$ cat src/rtl/patmos_uart_pkg.sv
// Shared Patmos UART definitions: byte width, TX arbiter state encodings and defaults.
package patmos_uart_pkg;

  localparam int UART_DW             = 8;
  localparam int ARB_DEFAULT_TIMEOUT = 4096;

  typedef enum logic {
    ARB_ST_IDLE   = 1'b0,
    ARB_ST_LOCKED = 1'b1
  } arb_state_e;

  // Circular successor of a requester index; the pointer restarts just past the releasing owner.
  function automatic int rr_next(input int idx, input int n);
    return (idx >= n - 1) ? 0 : idx + 1;
  endfunction

endpackage

$ cat src/rtl/rr_pick.sv
// Combinational round-robin priority encoder: first set request bit at or after
// the pointer, searching circularly. Shared by Patmos arbiters.
module rr_pick #(
  parameter int N  = 4,
  parameter int IW = (N > 1) ? $clog2(N) : 1
) (
  input  logic [N-1:0]  i_req,
  input  logic [IW-1:0] i_ptr,
  output logic [IW-1:0] o_idx,
  output logic          o_found
);

  logic [IW-1:0] w_cand;

  always_comb begin
    o_idx   = '0;
    o_found = 1'b0;
    w_cand  = '0;
    for (int k = 0; k < N; k++) begin
      w_cand = IW'((int'(i_ptr) + k) % N);
      if (!o_found && i_req[w_cand]) begin
        o_idx   = w_cand;
        o_found = 1'b1;
      end
    end
  end

endmodule

$ cat src/rtl/uart_tx_arbiter.sv
// Shares one UART TX core between NUM_REQ byte streams; a grant stays locked for a
// whole message (until a last byte is accepted) or until the owner idles past TIMEOUT.
module uart_tx_arbiter
  import patmos_uart_pkg::*;
#(
  parameter int NUM_REQ    = 4,
  parameter int DATA_WIDTH = UART_DW,
  parameter int TIMEOUT    = ARB_DEFAULT_TIMEOUT
) (
  input  logic                          i_clk,
  input  logic                          i_reset,
  input  logic [NUM_REQ-1:0]            i_req_valid,
  input  logic [NUM_REQ*DATA_WIDTH-1:0] i_req_data,
  input  logic [NUM_REQ-1:0]            i_req_last,
  output logic [NUM_REQ-1:0]            o_req_ready,
  output logic                          o_tx_valid,
  output logic [DATA_WIDTH-1:0]         o_tx_data,
  input  logic                          i_tx_ready,
  output logic [$clog2(NUM_REQ)-1:0]    o_grant_id,
  output logic                          o_busy,
  output logic                          o_timeout_evt
);

  localparam int IDX_W = $clog2(NUM_REQ);
  localparam int CNT_W = (TIMEOUT > 1) ? $clog2(TIMEOUT) : 1;
  localparam logic [CNT_W-1:0] CNT_MAX = CNT_W'(TIMEOUT - 1);

  arb_state_e            r_state;
  arb_state_e            w_state_nxt;
  logic [IDX_W-1:0]      r_rr_ptr;
  logic [IDX_W-1:0]      w_rr_ptr_nxt;
  logic [IDX_W-1:0]      r_grant_id;
  logic [IDX_W-1:0]      w_grant_nxt;
  logic [CNT_W-1:0]      r_idle_cnt;
  logic [CNT_W-1:0]      w_idle_nxt;
  logic [IDX_W-1:0]      w_pick_idx;
  logic                  w_pick_found;
  logic [IDX_W-1:0]      w_release_ptr;
  logic                  w_own_valid;
  logic                  w_own_last;
  logic [DATA_WIDTH-1:0] w_req_bytes [NUM_REQ];

  for (genvar g = 0; g < NUM_REQ; g++) begin : g_bytes
    assign w_req_bytes[g] = i_req_data[g*DATA_WIDTH +: DATA_WIDTH];
  end

  rr_pick #(
    .N  (NUM_REQ),
    .IW (IDX_W)
  ) u_pick (
    .i_req   (i_req_valid),
    .i_ptr   (r_rr_ptr),
    .o_idx   (w_pick_idx),
    .o_found (w_pick_found)
  );

  assign w_own_valid   = i_req_valid[r_grant_id];
  assign w_own_last    = i_req_last[r_grant_id];
  assign w_release_ptr = IDX_W'(rr_next(int'(r_grant_id), NUM_REQ));
  assign o_tx_data     = w_req_bytes[r_grant_id];
  assign o_grant_id    = r_grant_id;

  // Only the owner is ever visible to the UART; everyone else is stalled until release.
  always_comb begin
    w_state_nxt   = r_state;
    w_rr_ptr_nxt  = r_rr_ptr;
    w_grant_nxt   = r_grant_id;
    w_idle_nxt    = r_idle_cnt;
    o_tx_valid    = 1'b0;
    o_req_ready   = '0;
    o_busy        = 1'b0;
    o_timeout_evt = 1'b0;
    case (r_state)
      ARB_ST_IDLE: begin
        if (w_pick_found) begin
          w_state_nxt = ARB_ST_LOCKED;
          w_grant_nxt = w_pick_idx;
          w_idle_nxt  = '0;
        end
      end
      ARB_ST_LOCKED: begin
        o_busy                  = 1'b1;
        o_tx_valid              = w_own_valid;
        o_req_ready[r_grant_id] = i_tx_ready;
        if (w_own_valid) begin
          w_idle_nxt = '0;
          if (i_tx_ready && w_own_last) begin
            w_state_nxt  = ARB_ST_IDLE;
            w_rr_ptr_nxt = w_release_ptr;
          end
        end else if (r_idle_cnt == CNT_MAX) begin
          o_timeout_evt = 1'b1;
          w_state_nxt   = ARB_ST_IDLE;
          w_rr_ptr_nxt  = w_release_ptr;
          w_idle_nxt    = '0;
        end else begin
          w_idle_nxt = r_idle_cnt + CNT_W'(1);
        end
      end
      default: w_state_nxt = ARB_ST_IDLE;
    endcase
  end

  always_ff @(posedge i_clk) begin
    if (i_reset) begin
      r_state    <= ARB_ST_IDLE;
      r_rr_ptr   <= '0;
      r_grant_id <= '0;
      r_idle_cnt <= '0;
    end else begin
      r_state    <= w_state_nxt;
      r_rr_ptr   <= w_rr_ptr_nxt;
      r_grant_id <= w_grant_nxt;
      r_idle_cnt <= w_idle_nxt;
    end
  end

endmodule
$ cat config.mk
export PLATFORM = sky130hd
export DESIGN_NAME = uart_tx_arbiter
export DESIGN_NICKNAME = d
export VERILOG_FILES = /design/src/rtl/patmos_uart_pkg.sv /design/src/rtl/rr_pick.sv /design/src/rtl/uart_tx_arbiter.sv
export SDC_FILE = /design/constraint.sdc
export NUM_CORES = 1
export LEC_CHECK = 0
export ABC_AREA = 1
export ABC_CLOCK_PERIOD_IN_PS = 1400
export BUFFER_PORTS_ARGS = -buffer_cell sky130_fd_sc_hd__buf_2
export CAP_MARGIN = 5
export CORE_ASPECT_RATIO = 0.9
export CORE_UTILIZATION = 35
export DETAILED_ROUTE_END_ITERATION = 7
export GPL_ROUTABILITY_DRIVEN = 0
export GPL_TIMING_DRIVEN = 0
export PLACE_DENSITY_LB_ADDON = 0.1
export SYNTH_ARGS = -nofsm -noshare
export SYNTH_HDL_FRONTEND = slang
export SYNTH_SLANG_ARGS = --single-unit
$ cat constraint.sdc
create_clock -name i_clk -period 1.4 [get_ports i_clk]
set_clock_uncertainty 0.05 [all_clocks]
set_input_delay 0.28 -clock i_clk [delete_from_list [all_inputs] [get_ports i_clk]]
set_output_delay 0.28 -clock i_clk [all_outputs]
set_load 0.01 [all_outputs]
# --- After elaboration in Yosys (flattened, before gate mapping) ---
# Cells that the tools add are included.
classes:
  mux: 44
  reduce_logical: 11
  add_sub_neg: 5
  eq_ne: 3
  n_bitwise: 3
  n_lt_le_gt_ge: 8
op_table:
  columns: ["op", "count"]
  rows:
  - ["12-bit two-way mux", 3]
  - ["12-bit case mux with 2 select lines", 1]
  - ["1-bit two-way mux", 20]
  - ["8-bit binary-select mux with 2-bit select", 1]
  - ["2-bit two-way mux", 8]
  - ["8-bit two-way mux", 2]
  - ["2-bit by 3-bit < comparator with 1-bit output (second input constant)", 5]
  - ["12-bit by 1-bit adder with 12-bit output (second input constant)", 1]
  - ["1-bit binary-select mux with 2-bit select", 6]
  - ["12-bit == test (second input constant)", 1]
  - ["1-bit logical AND", 5]
  - ["2-bit by 1-bit adder with 2-bit output (second input constant)", 2]
  - ["2-bit adder (second input constant)", 2]
  - ["4-bit AND", 1]
  - ["4-bit two-way mux", 1]
  - ["2-bit by 1-bit inequality test with 1-bit output (second input constant)", 2]
  - ["3-bit greater-or-equal comparator (second input constant)", 1]
  - ["1-bit logical NOT", 3]
  - ["2-bit NOT with 3-bit output", 1]
  - ["3-bit AND reduction", 1]
  - ["1-bit demux with 2-bit select", 1]
  - ["2-bit by 1-bit greater-or-equal comparator with 1-bit output (second input constant)", 1]
  - ["2-bit greater-or-equal comparator (second input constant)", 1]
  - ["1-bit case mux with 2 select lines", 1]
  - ["3 further kinds", 3]
word_totals:
  input_bits: 43
  ff_bits: 17
  elab_cells: 78
  out_inout_bits: 17

# --- Logic depth before layout (Yosys ltp) ---
# Gate-level depths: netlist of run 1.
depth:
  depth_word: 14
  mapped_depth: 13
  depth_no_buf: 12

# --- By module ---
# From an unflattened synthesis of run 1, not the netlist that was laid out.
unflattened:
  cells_unflattened: 273
  area_unflattened_um2: 1580.3
by_module_without_submodules:
  columns: ["mod", "instances", "cells_each", "area_each_um2"]
  rows:
  - ["uart_tx_arbiter", 1, 214, 1261.2]
  - ["rr_pick", 1, 59, 319.1]

# --- Worst setup path before layout of run 1 ---
# No wires, ideal clock.
synth_timing:
  kind: "register -> output"
  startpoint: "reg r_grant_id[0] (netlist: o_grant_id[0])"
  endpoint: "out o_req_ready[0]"
  t_required_ns: 1.070
  arrival_time_ns: 1.407
  stages_incl_launch_ff: 7
  path_slack_ns: -0.337
  path_cell_list: "dfxtp_1 inv_1 clkbuf_1 clkbuf_1 ha_1 inv_1 nor2_1"
synth_via:
  elab_chain_len: 6
  elab_cells_between_ends: 7
  classes_between: "2 x order compare; 3 x mux; 1 x bitwise; 1 x reduce/logical"
synth_lines:
  columns: ["element", "line", "source"]
  rows:
  - ["start: declaration", "uart_tx_arbiter.sv:32", "logic [IDX_W-1:0] r_grant_id;"]
  - ["start signal: assignment", "uart_tx_arbiter.sv:113", "r_grant_id <= w_grant_nxt;"]
  - ["2-bit by 3-bit < comparator with 1-bit output (implied by the code) or 2-bit by 1-bit greater-or-equal comparator with 1-bit output (tied branches)", "uart_tx_arbiter.sv:84", "o_req_ready[r_grant_id] = i_tx_ready;"]
  - ["1-bit logical AND (implied by the code)", "uart_tx_arbiter.sv:84", null]
  - ["1-bit two-way mux (implied by the code)", "uart_tx_arbiter.sv:84", null]
  - ["1-bit demux with 2-bit select (*)", "uart_tx_arbiter.sv:84", null]
  - ["4-bit AND (no line) (*)", null, null]
  - ["4-bit two-way mux (*)", "uart_tx_arbiter.sv:73", "case (r_state)"]
  - ["end: declaration", "uart_tx_arbiter.sv:15", "output logic [NUM_REQ-1:0] o_req_ready,"]
# Every way passes the cells marked *; elsewhere a longest branch is shown, timed or not.

# --- Worst setup path after layout of run 1 ---
layout_timing:
  startpoint: "reg r_idle_cnt[0]"
  endpoint: "out o_timeout_evt"
layout_via:
  elab_chain_len: 4
layout_lines:
  columns: ["element", "line", "source"]
  rows:
  - ["start: declaration", "uart_tx_arbiter.sv:34", "logic [CNT_W-1:0] r_idle_cnt;"]
  - ["start signal: assignment", "uart_tx_arbiter.sv:114", "r_idle_cnt <= w_idle_nxt;"]
  - ["12-bit == test", "uart_tx_arbiter.sv:91", "end else if (r_idle_cnt == CNT_MAX) begin"]
  - ["1-bit two-way mux", "uart_tx_arbiter.sv:91", null]
  - ["1-bit two-way mux", "uart_tx_arbiter.sv:85", "if (w_own_valid) begin"]
  - ["1-bit two-way mux", "uart_tx_arbiter.sv:73", null]
  - ["end: declaration", "uart_tx_arbiter.sv:21", "output logic o_timeout_evt"]
# No other way between the ends.

==> summary.txt, run 1 <==
Floorplanning
  – Height of the die: 65.87 um
  – Cell row count: 22
  – Die area: 4807 um^2
  – Number of top-level design ports: 60
  – X dimension of the die: 72.97 um
  – Core area: 4212 um^2
  – Initial standard-cell utilization of the core: 37.67%

Worst setup path
  – Type of the worst setup path: reg2out
  – Critical Path Start Type: register
  – Arrival time worst endpoint: 1.52 ns
  – Critical R2R Launch: r_rr_ptr[0]$_SDFFE_PP0P_
  – Required time of the critical path: 1.07 ns
  – Largest stage delay on the critical path: 0.37 ns
  – Worst reg2reg endpoint: r_idle_cnt[10]$_SDFFE_PP0P_
  – CP Cell Sequence: ha_4 -> nand2_4 -> nor2_4 -> nand4_1 -> nor2_1 -> nand2_1 -> nor3_2 -> buf_2
  – Slowest cell on the critical path: sky130_fd_sc_hd__dfxtp_4
  – Worst-case reg-to-reg path depth: 13
  – Endpoint class of the critical path: output port
  – Timing startpoint of the critical path: r_idle_cnt[0]$_SDFFE_PP0P_
  – Setup slack of the most critical reg-to-reg path: -0.35 ns
  – Highest fanout seen on the critical path: 2

Power
  – Leakage dissipation: 0.001295 uW
  – Worst IR drop on VDD: 0.0004409 V
  – Sequential share of power: 24.9%
  – Cell-internal power: 1302 uW
  – Share of power burned in the clock network: 18.1%
  – P_sw: 848.5 uW
  – Switching part of the total: 39.46%
  – Comb pwr share: 57.1%
  – Power after layout: 2151 uW
  – Total power divided by cell area: 728.0 nW/um^2

Clock network
  – Clock root buffer: sky130_fd_sc_hd__clkbuf_8
  – Total number of clock tree sinks: 17
  – Clock input transition at the sequential cells of the worst setup and hold paths: 0.08 ns
  – Clock tree buffer depth: 2
  – Total clock buffers created by CTS: 3
  – CTS tree: done
  – H-tree levels: 1
  – Clock insertion delay at the later pin of the skew report: 0.26 ns
  – Quantity of hold-fixing buffers added after cts: 0

STA
  – Worst path setup slack after routing: -0.4463 ns
  – Worst-Margin Slew: 0.7627 ns
  – Slew Viols, Final: 0
  – Final Hold Viols: 0
  – Max Fclk: 541.6 MHz
  – Headroom to the max-slew limit: 49.15%
  – Final critical delay including setup and external delays: 1.846 ns
  – Total of endpoints with negative setup slack in the final report: 31
  – Final worst path period share: 131.9%
  – RSZ-0062 raised after global routing: true

Layout
  – Area growth, synth to finish: 86.20%
  – Fraction of final layout cells with drive strength greater than 1: 63.06%
  – # diodes: 0
  – Most common cell after layout, fill and taps aside: sky130_fd_sc_hd__buf_2
  – Util after Layout: 70.14%
  – Finished layout cell area: 2954 um^2
  – Filler-free cell count of the finished design: 420
  – Number of nets in the final layout: 409
  – # fillers: 344
  – Most used cells in the layout excluding fill and tap cells: sky130_fd_sc_hd__buf_2 (57), sky130_fd_sc_hd__nand2_1 (30), sky130_fd_sc_hd__nor2_1 (26)

Synthesis
  – Top post-synthesis cells by area: sky130_fd_sc_hd__dfxtp_1 (21%), sky130_fd_sc_hd__nand2_1 (13%), sky130_fd_sc_hd__nor2_1 (9.0%)
  – Total of flip-flops plus latches after synthesis: 17
  – Yosys warning total: 0
  – Post-synth top area share: 21.45%
  – Library cell with the largest summed area after synthesis: sky130_fd_sc_hd__dfxtp_1
  – Net count after synthesis: 305
  – Number of standard cells after synthesis: 257
  – Mapped Avg Cell Area: 6.173 um^2
  – Post-synthesis sequential area ratio: 21.45%
  – Number of unique standard cell types used by synthesis: 30
  – Area of the mapped netlist: 1587 um^2

Global route
  – Maximum number of pins on one net before global-route repair: 11
  – Grt total ovfl: 0
  – Vias in the first global route: 1,791
  – Overall fraction of global-route tracks in use: 22.46%
  – Antenna violations before repair: 0
  – Global-route wire length before repair: 8328 um

Detailed routing
  – Avg Vias per Cell: 4.883
  – Wire length per cell after detailed routing: 12.91 um
  – DRT antenna net count: 0
  – Detailed Route Iter0 Violations: 74
  – Number of optimization iterations in the first detailed-route pass: 4
  – DRC violation count after routing: 0
  – Via count: 2,051
  – Total wirelength of the detailed-routed design: 5421 um

Worst hold path
  – Worst Hold Depth: 2
  – Source of the worst hold timing path: i_reset
  – Hold WC Path Type: in2reg
  – Hold EP: r_idle_cnt[0]$_SDFFE_PP0P_

Outcome
  – Violations in the final reports: setup timing
  – Status: finished, violations left

Placement
  – Post-placement cell area: 2033 um^2
  – DP HPWL: 3317 um
  – Instance count after placement with tap cells included: 376
  – Number of input and output port buffers inserted: 59
  – Pre-CTS setup slack: -0.3566 ns

Job
  – Number of maximum-capacitance violations: 0
==> critical path: cells and delay by family, from the launching register on <==
family                   cells  cell delay, ns
flip-flops                   1            0.37
buffers and inverters        1            0.15
adder cells (fa/ha/maj)      1            0.14
AND/OR/NAND/NOR              6            0.60
==> final cells by class <==
type	instances	area [um^2]	share of cell area, %
multi-input cells	202	1466	49.64
flip-flops and latches	17	361.6	12.24
inverters	28	132.6	4.490
well taps	60	75.07	2.541
clock buffers	3	41.29	1.398
repair buffers	100	726.9	24.61
clock inverters	1	5.005	0.1694
plain buffers	9	145.1	4.913
==> repair_timing <==
action	in CTS	in global routing
endpoints found under the hold margin	0	0
resized for setup	101	56
pin swaps	28	27
buffers inserted	29	9
cloned	4	0
setup endpoints to repair	31	31
==> synthesized netlist by cell type, drive strengths merged <==
cell	n
nand3b	1
or2	1
nor3	3
clkbuf	7
nand4	7
a31o	1
dfxtp	17
buf	3
nor2	40
a21oi	18
inv	28
xnor2	1
o21ai	27
nand3	17
ha	5
nand2	70
xor2	3
o22ai	8
==> through the flow <==
| step | setup TNS [ns] | hold slack (ns) |
|---|---|---|
| floorplan | -0.8065 | 0.2894 |
| global placement | -5.767 | 0.4204 |
| detailed placement | -5.553 | 0.4219 |
| CTS | -6.724 | 0.2067 |
| global route | -10.46 | 0.2116 |
| finish | -8.273 | 0.2008 |
==> cells by family (layout without fill, tap and decap cells) <==
family	Yosys count	in the layout	share of synthesized area, %
compound gates	54	54	20.27
xor+xnor	4	4	2.209
simple gates	139	139	41.56
buf+inv	38	141	10.57
fa+ha+maj	5	5	3.943
flops	17	17	21.45
==> power groups by stage <==
stage                     Combinational (uW)  Sequential [uW]  Clock [uW]
after CTS                               1040              528         389
after global routing                    1310              538         417
after global placement                   666              542           0
after floorplan                          445              540           0
after detailed placement                 664              542           0
final                                   1230              535         389
==> flip-flops by register name, summed over array words and instances (netlist names) <==
name	cells
o_grant_id	2
r_rr_ptr	2
r_state	1
r_idle_cnt	12
==> worst max path at each step <==
stage                     to
2_1_floorplan  o_timeout_evt
3_3_place_gp   o_timeout_evt
3_5_place_dp   o_timeout_evt
4_1_cts        o_timeout_evt
5_1_grt        o_timeout_evt
6_report       o_timeout_evt
==> metal layers <==
metal,GRT usage (%),part of all wire (%)
met1,31.73,48
met2,35.98,48
met3,4.116,3.5
met4,3.431,1.1
met5,0,0
No activity file was read; power rests on OpenSTA's default activity.
==> inputs of run 2 (changes only) <==
--- a/config.mk
+++ b/config.mk
@@ -9,7 +9,7 @@
 export ABC_CLOCK_PERIOD_IN_PS = 1400
 export BUFFER_PORTS_ARGS = -buffer_cell sky130_fd_sc_hd__buf_2
 export CAP_MARGIN = 5
-export CORE_ASPECT_RATIO = 0.9
+export CORE_MARGIN = 2
 export CORE_UTILIZATION = 35
 export DETAILED_ROUTE_END_ITERATION = 7
 export GPL_ROUTABILITY_DRIVEN = 0
==> run 2 against run 1 <==
  * The flow still finishes with violations (setup timing)
  * Critical path depth increased by 1
  * Flip-flop and latch count did not move
  * Via count increased by 5.5%
  * Register-to-register slack better by 0.02 ns
  * Clock power down 4%
  * Combinational power is 8% higher
  * Sequential share of layout area decreased by 0.15 points
  * Utilization decreased by 1.2 points
  * First-iteration DRC count is 100% higher
  * Routed wire length increased by 16%
  * Global-route usage is 0.055 points higher
  * Critical endpoint unchanged
  * Largest cell class unchanged
  * Largest power group unchanged
==> summary.txt, run 2 (synthesis gave the netlist of run 1 again) <==
Layout
  – Most used cells in the layout excluding fill and tap cells: sky130_fd_sc_hd__buf_2 (56), sky130_fd_sc_hd__nand2_1 (33), sky130_fd_sc_hd__buf_4 (26) (was sky130_fd_sc_hd__buf_2 (57), sky130_fd_sc_hd__nand2_1 (30), sky130_fd_sc_hd__nor2_1 (26))
  – # diodes: 0 (unchanged)
  – Area growth, synth to finish: 89.20% (was 86.20%)
  – Max reg flops: 12 (unchanged)
  – Number of nets in the final layout: 418 (was 409)
  – Most common cell after layout, fill and taps aside: sky130_fd_sc_hd__buf_2 (unchanged)
  – # fillers: 353 (was 344)
  – Most flops, register: r_idle_cnt (unchanged)
  – Fraction of final layout cells with drive strength greater than 1: 63.14% (was 63.06%)

STA
  – RSZ-0062 raised after global routing: true (unchanged)
  – Final critical delay including setup and external delays: 1.930 ns (was 1.846 ns)
  – Final worst path period share: 137.8% (was 131.9%)
  – Max Fclk: 518.2 MHz (was 541.6 MHz)
  – Worst-Margin Slew: 0.7452 ns (was 0.7627 ns)
  – Final Hold Viols: 0 (unchanged)
  – Total of endpoints with negative setup slack in the final report: 31 (unchanged)
  – Slew Viols, Final: 0 (unchanged)
  – Headroom to the max-slew limit: 50.32% (was 49.15%)
  – Worst path setup slack after routing: -0.5297 ns (was -0.4463 ns)
  – Final hold slack: 0.2093 ns (was 0.2008 ns)

Power
  – Sequential share of power: 23.4% (was 24.9%)
  – Worst IR drop on VDD: 0.0006234 V (was 0.0004409 V)
  – Leakage dissipation: 0.001325 uW (was 0.001295 uW)
  – Cell-internal power: 1362 uW (was 1302 uW)
  – Total power divided by cell area: 742.2 nW/um^2 (was 728.0 nW/um^2)
  – Switching part of the total: 38.86% (was 39.46%)
  – Share of power burned in the clock network: 16.7% (was 18.1%)
  – P_sw: 865.9 uW (was 848.5 uW)
  – Comb pwr share: 59.8% (was 57.1%)

Floorplanning
  – Die area: 5087 um^2 (was 4807 um^2)
  – X dimension of the die: 71.33 um (was 72.97 um)
  – Core area: 4354 um^2 (was 4212 um^2)
  – Number of top-level design ports: 60 (unchanged)
  – Height of the die: 71.33 um (was 65.87 um)
  – Initial standard-cell utilization of the core: 36.44% (was 37.67%)
  – Cell row count: 24 (was 22)

Detailed routing
  – Avg Vias per Cell: 5.140 (was 4.883)
  – Via count: 2,164 (was 2,051)
  – Post-route met1 wirelength: 2470 um (was 2592 um)
  – DRC violation count after routing: 0 (unchanged)
  – Met3 routed WL: 283 um (was 191 um)
  – Wire length per cell after detailed routing: 14.90 um (was 12.91 um)
  – Number of optimization iterations in the first detailed-route pass: 4 (unchanged)
  – Uppermost metal layer occupied by signal nets: met4 (unchanged)
  – Detailed Route Iter0 Violations: 151 (was 74)
  – DRT antenna net count: 0 (unchanged)
  – Length of routed met2 wiring: 3337 um (was 2578 um)
  – Total wirelength of the detailed-routed design: 6275 um (was 5421 um)

Worst hold path
  – Hold WC Path Type: in2reg (unchanged)

Placement
  – Pre-CTS setup slack: -0.3881 ns (was -0.3566 ns)
  – DP HPWL: 3424 um (was 3317 um)
  – Number of input and output port buffers inserted: 59 (unchanged)

Worst setup path
  – Endpoint class of the critical path: output port (unchanged)
  – Highest fanout seen on the critical path: 4 (was 2)
  – Critical Path Start Type: register (unchanged)
  – Required time of the critical path: 1.07 ns (about the same)
  – Type of the worst setup path: reg2out (unchanged)
  – Arrival time worst endpoint: 1.60 ns (was 1.52 ns)

Outcome
  – Status: finished, violations left (unchanged)
  – Violations in the final reports: setup timing (unchanged)

Global route
  – Global-route wire length before repair: 9197 um (was 8328 um)
  – Antenna violations before repair: 0 (unchanged)
  – Overall fraction of global-route tracks in use: 22.52% (was 22.46%)
  – Grt total ovfl: 0 (unchanged)
  – Maximum number of pins on one net before global-route repair: 11 (unchanged)
  – Vias in the first global route: 1,921 (was 1,791)

Clock network
  – H-tree levels: 1 (unchanged)
  – Clock insertion delay at the later pin of the skew report: 0.26 ns (about the same)
  – Total number of clock tree sinks: 17 (unchanged)
  – Clock root buffer: sky130_fd_sc_hd__clkbuf_8 (unchanged)
  – Total clock buffers created by CTS: 3 (unchanged)
  – Clock tree buffer depth: 2 (unchanged)
  – Quantity of hold-fixing buffers added after cts: 0 (unchanged)
  – Clock input transition at the sequential cells of the worst setup and hold paths: 0.07 ns (was 0.08 ns)
  – CTS tree: done (unchanged)

Job
  – Number of maximum-capacitance violations: 0 (unchanged)
-- run 2: path summary, 6_finish.rpt --
check	from	end	slack, ns	cells after the start
max reg2reg	r_rr_ptr[0]$_SDFFE_PP0P_	r_idle_cnt[10]$_SDFFE_PP0P_	-0.33	13
min reg2reg	r_idle_cnt[4]$_SDFFE_PP0P_	r_idle_cnt[4]$_SDFFE_PP0P_	0.43	2
min	i_reset	r_idle_cnt[0]$_SDFFE_PP0P_	0.21	2
max	o_grant_id[0]$_SDFFE_PP0P_	o_timeout_evt	-0.53	9
-- run 2: final cells by class --
type | instances | area, um^2 | area share, %
clock inverter | 1 | 5.005 | 0.1667
sequential | 17 | 362.8 | 12.09
timing repair buffer | 109 | 819.5 | 27.30
tap | 52 | 65.06 | 2.168
clock buffer | 3 | 41.29 | 1.376
buffer | 9 | 141.4 | 4.710
inverter | 28 | 132.6 | 4.418
multi-input combinational | 202 | 1434 | 47.77
-- run 2: power by group through the flow --
stage	registers, uW	logic (uW)	clock network, uW
floorplan	540	445	0
global placement	540	670	0
detailed placement	541	668	0
CTS	518	1090	390
global route	523	1420	405
finish	522	1330	373
-- run 2: worst max-delay path: stages (launching register included) --
cell,delay [ns]
sky130_fd_sc_hd__dfxtp_4,0.36
sky130_fd_sc_hd__buf_6,0.13
sky130_fd_sc_hd__nand2_2,0.06
sky130_fd_sc_hd__o21ai_1,0.06
sky130_fd_sc_hd__nand2_1,0.08
sky130_fd_sc_hd__nand2_2,0.09
sky130_fd_sc_hd__nor2_4,0.16
sky130_fd_sc_hd__inv_1,0.09
sky130_fd_sc_hd__nor3_2,0.16
sky130_fd_sc_hd__buf_2,0.15
-- run 2: what timing repair did --
action / CTS / global route
cloned: 5 / 0
resized for setup: 92 / 72
endpoints found under the setup margin: 31 / 32
setup buffers: 37 / 12
pin swaps: 23 / 29
-- run 2: through the flow --
step	utilization [%]	setup TNS [ns]	power [uW]	instances	area (um^2)
4_1_cts	62.01	-7.765	1997	413	2700
5_1_grt	68.94	-11.25	2348	421	3002
2_1_floorplan	-	-0.8065	985.1	257	1663
6_report	68.94	-9.080	2228	421	3002
3_3_place_gp	46.47	-6.051	1211	368	2023
3_5_place_dp	46.47	-5.934	1209	368	2023
-- run 2: layer usage --
layer  vias up  track usage, %
met1      1004           28.29
li1       1072               -
met4         0           7.128
met3        19           2.391
met5         -               0
met2        69           40.23
==> inputs of run 3 (changes only) <==
--- a/config.mk
+++ b/config.mk
@@ -7,7 +7,7 @@
 export LEC_CHECK = 0
 export ABC_AREA = 1
 export ABC_CLOCK_PERIOD_IN_PS = 1400
-export BUFFER_PORTS_ARGS = -buffer_cell sky130_fd_sc_hd__buf_2
+export BUFFER_PORTS_ARGS = -buffer_cell sky130_fd_sc_hd__clkbuf_2
 export CAP_MARGIN = 5
 export CORE_MARGIN = 2
 export CORE_UTILIZATION = 35
==> run 3 against run 2 <==
  * Setup slack better by 0.062 ns
  * Flip-flop and latch count unchanged
  * Non-clock buffer count fell by 11
  * Largest cell class unchanged
  * Hold slack improved by 0.013 ns
  * Die area is the same
  * Clock power down 1%
  * Maximum frequency is 3.3% higher
  * Combinational power down 8%
  * The run still ends with setup timing left
  * Sequential share of layout area up 0.47 points
  * Via count down 4.8%
  * Design area is 3.4% lower
==> summary.txt, run 3 (synthesis gave the netlist of run 1 again) <==
Outcome
  – Status: finished, violations left (unchanged)
  – Violations in the final reports: setup timing (unchanged)

STA
  – Final Hold Viols: 0 (unchanged)
  – Final worst path period share: 133.4% (was 137.8%)
  – Total of endpoints with negative setup slack in the final report: 31 (unchanged)
  – Headroom to the max-slew limit: 52.72% (was 50.32%)
  – Max Fclk: 535.5 MHz (was 518.2 MHz)
  – RSZ-0062 raised after global routing: true (unchanged)
  – Slew Viols, Final: 0 (unchanged)
  – Final critical delay including setup and external delays: 1.868 ns (was 1.930 ns)
  – Worst-Margin Slew: 0.7092 ns (was 0.7452 ns)
  – Worst path setup slack after routing: -0.4675 ns (was -0.5297 ns)

Layout
  – Max reg flops: 12 (unchanged)
  – # fillers: 369 (was 353)
  – Area growth, synth to finish: 82.81% (was 89.20%)
  – Most used cells in the layout excluding fill and tap cells: sky130_fd_sc_hd__clkbuf_2 (46), sky130_fd_sc_hd__nand2_1 (30), sky130_fd_sc_hd__nor2_1 (24), sky130_fd_sc_hd__nand2_2 (24), sky130_fd_sc_hd__buf_4 (22) (was sky130_fd_sc_hd__buf_2 (56), sky130_fd_sc_hd__nand2_1 (33), sky130_fd_sc_hd__buf_4 (26))
  – Number of nets in the final layout: 407 (was 418)
  – Fraction of final layout cells with drive strength greater than 1: 63.69% (was 63.14%)
  – Most flops, register: r_idle_cnt (unchanged)
  – Most common cell after layout, fill and taps aside: sky130_fd_sc_hd__clkbuf_2 (was sky130_fd_sc_hd__buf_2)
  – # diodes: 0 (unchanged)
  – Util after Layout: 66.61% (was 68.94%)

Clock network
  – Clock input transition at the sequential cells of the worst setup and hold paths: 0.06 ns (was 0.07 ns)
  – Total clock buffers created by CTS: 3 (unchanged)
  – Clock insertion delay at the later pin of the skew report: 0.25 ns (was 0.26 ns)
  – Clock tree buffer depth: 2 (unchanged)
  – H-tree levels: 1 (unchanged)
  – Total number of clock tree sinks: 17 (unchanged)
  – CTS tree: done (unchanged)
  – Quantity of hold-fixing buffers added after cts: 0 (unchanged)
  – Clock root buffer: sky130_fd_sc_hd__clkbuf_8 (unchanged)

Worst setup path
  – Highest fanout seen on the critical path: 2 (was 4)
  – CP Cell Sequence: ha_4 -> nand2_4 -> nor2_4 -> nand4_1 -> nor2_1 -> nand2_1 -> nor3_2 -> buf_2 (was buf_6 -> nand2_2 -> o21ai_1 -> nand2_1 -> nand2_2 -> nor2_4 -> inv_1 -> nor3_2 -> buf_2)
  – Critical Path Start Type: register (unchanged)
  – Endpoint class of the critical path: output port (unchanged)
  – Slowest cell on the critical path: sky130_fd_sc_hd__dfxtp_4 (unchanged)
  – Arrival time worst endpoint: 1.54 ns (was 1.60 ns)
  – Required time of the critical path: 1.07 ns (about the same)
  – Type of the worst setup path: reg2out (unchanged)
  – Largest stage delay on the critical path: 0.37 ns (was 0.36 ns)

Worst hold path
  – Hold WC Path Type: in2reg (unchanged)

Floorplanning
  – Number of top-level design ports: 60 (unchanged)
  – Cell row count: 24 (unchanged)
  – Height of the die: 71.33 um (unchanged)
  – Die area: 5087 um^2 (unchanged)
  – X dimension of the die: 71.33 um (unchanged)
  – Initial standard-cell utilization of the core: 36.44% (unchanged)
  – Core area: 4354 um^2 (unchanged)

Detailed routing
  – Number of optimization iterations in the first detailed-route pass: 4 (unchanged)
  – Wire length per cell after detailed routing: 13.64 um (was 14.90 um)
  – Avg Vias per Cell: 5.027 (was 5.140)
  – Detailed Route Iter0 Violations: 101 (was 151)
  – DRT antenna net count: 0 (unchanged)
  – Via count: 2,061 (was 2,164)
  – DRC violation count after routing: 0 (unchanged)
  – Total wirelength of the detailed-routed design: 5593 um (was 6275 um)

Global route
  – Global-route wire length before repair: 8418 um (was 9197 um)
  – Overall fraction of global-route tracks in use: 20.36% (was 22.52%)
  – Maximum number of pins on one net before global-route repair: 11 (unchanged)
  – Antenna violations before repair: 0 (unchanged)
  – Grt total ovfl: 0 (unchanged)
  – Vias in the first global route: 1,859 (was 1,921)

Power
  – Total power divided by cell area: 731.5 nW/um^2 (was 742.2 nW/um^2)
  – Worst IR drop on VDD: 0.0003975 V (was 0.0006234 V)
  – Leakage dissipation: 0.001273 uW (was 0.001325 uW)

Placement
  – Pre-CTS setup slack: -0.4092 ns (was -0.3881 ns)
  – DP HPWL: 3346 um (was 3424 um)
  – Number of input and output port buffers inserted: 59 (unchanged)

Job
  – Number of maximum-capacitance violations: 0 (unchanged)
-- run 3: changes by cell type in the layout (fill, tap and decap cells not counted), sizes merged --
cell,previous run,this run
clkbuf,8,57
clkinv,2,1
buf,113,54
-- run 3: path summary, 6_finish.rpt --
check                                  start                         end  slack (ns)  cells after the start
hold reg to reg   r_idle_cnt[4]$_SDFFE_PP0P_  r_idle_cnt[4]$_SDFFE_PP0P_        0.44                      2
hold / removal                       i_reset  r_idle_cnt[0]$_SDFFE_PP0P_        0.22                      2
setup / recovery  r_idle_cnt[0]$_SDFFE_PP0P_               o_timeout_evt       -0.47                      8
setup reg to reg    r_rr_ptr[0]$_SDFFE_PP0P_  r_idle_cnt[5]$_SDFFE_PP0P_       -0.29                     12
-- run 3: area by class of cell --
| type | count | area [um^2] | area share, % |
|---|---|---|---|
| clock buffer | 4 | 45.04 | 1.553 |
| multi-input combinational | 202 | 1459 | 50.30 |
| timing repair buffer | 97 | 686.9 | 23.68 |
| buffer | 10 | 150.1 | 5.177 |
| tap | 52 | 65.06 | 2.243 |
| inverter | 28 | 130.1 | 4.487 |
| sequential | 17 | 364.1 | 12.55 |
-- run 3: timing repair --
| item | in CTS | in global routing |
|---|---|---|
| buffers inserted | 23 | 10 |
| gates cloned | 4 | 2 |
| pin swaps | 22 | 27 |
| setup endpoints to repair | 31 | 31 |
| gates resized for setup | 70 | 100 |
-- run 3: per-stage QoR --
step / hold WS [ns] / total power (uW) / instance area [um^2] / TNS [ns] / instances
floorplan: 0.2894 / 985.1 / 1663 / -0.8065 / 257
global placement: 0.4173 / 1212 / 2023 / -6.211 / 368
detailed placement: 0.4200 / 1213 / 2023 / -6.125 / 368
CTS: 0.2174 / 1845 / 2506 / -7.378 / 399
global route: 0.2242 / 2248 / 2900 / -10.23 / 410
finish: 0.2220 / 2122 / 2900 / -7.872 / 410
-- run 3: power by group --
group	switching [uW]	internal (uW)	total [uW]	leakage [uW]
registers	35.9	503	539	0.000143
logic	625	591	1220	0.00111
clock network	166	202	368	0.0000228
-- run 3: layer usage --
layer	global-route usage, %	vias up	wire length, um
li1	-	1040	-
met1	25.97	959	2335
met2	36.83	52	2984
met3	1.266	10	191
met4	5.870	0	81
met5	0	-	0
-- run 3: critical path, delay by kind of cell (launching register included) --
| family | cells | cell delay, ns |
|---|---|---|
| fa+ha+maj | 1 | 0.14 |
| buf+inv | 1 | 0.14 |
| simple gates | 6 | 0.63 |
| flops | 1 | 0.37 |
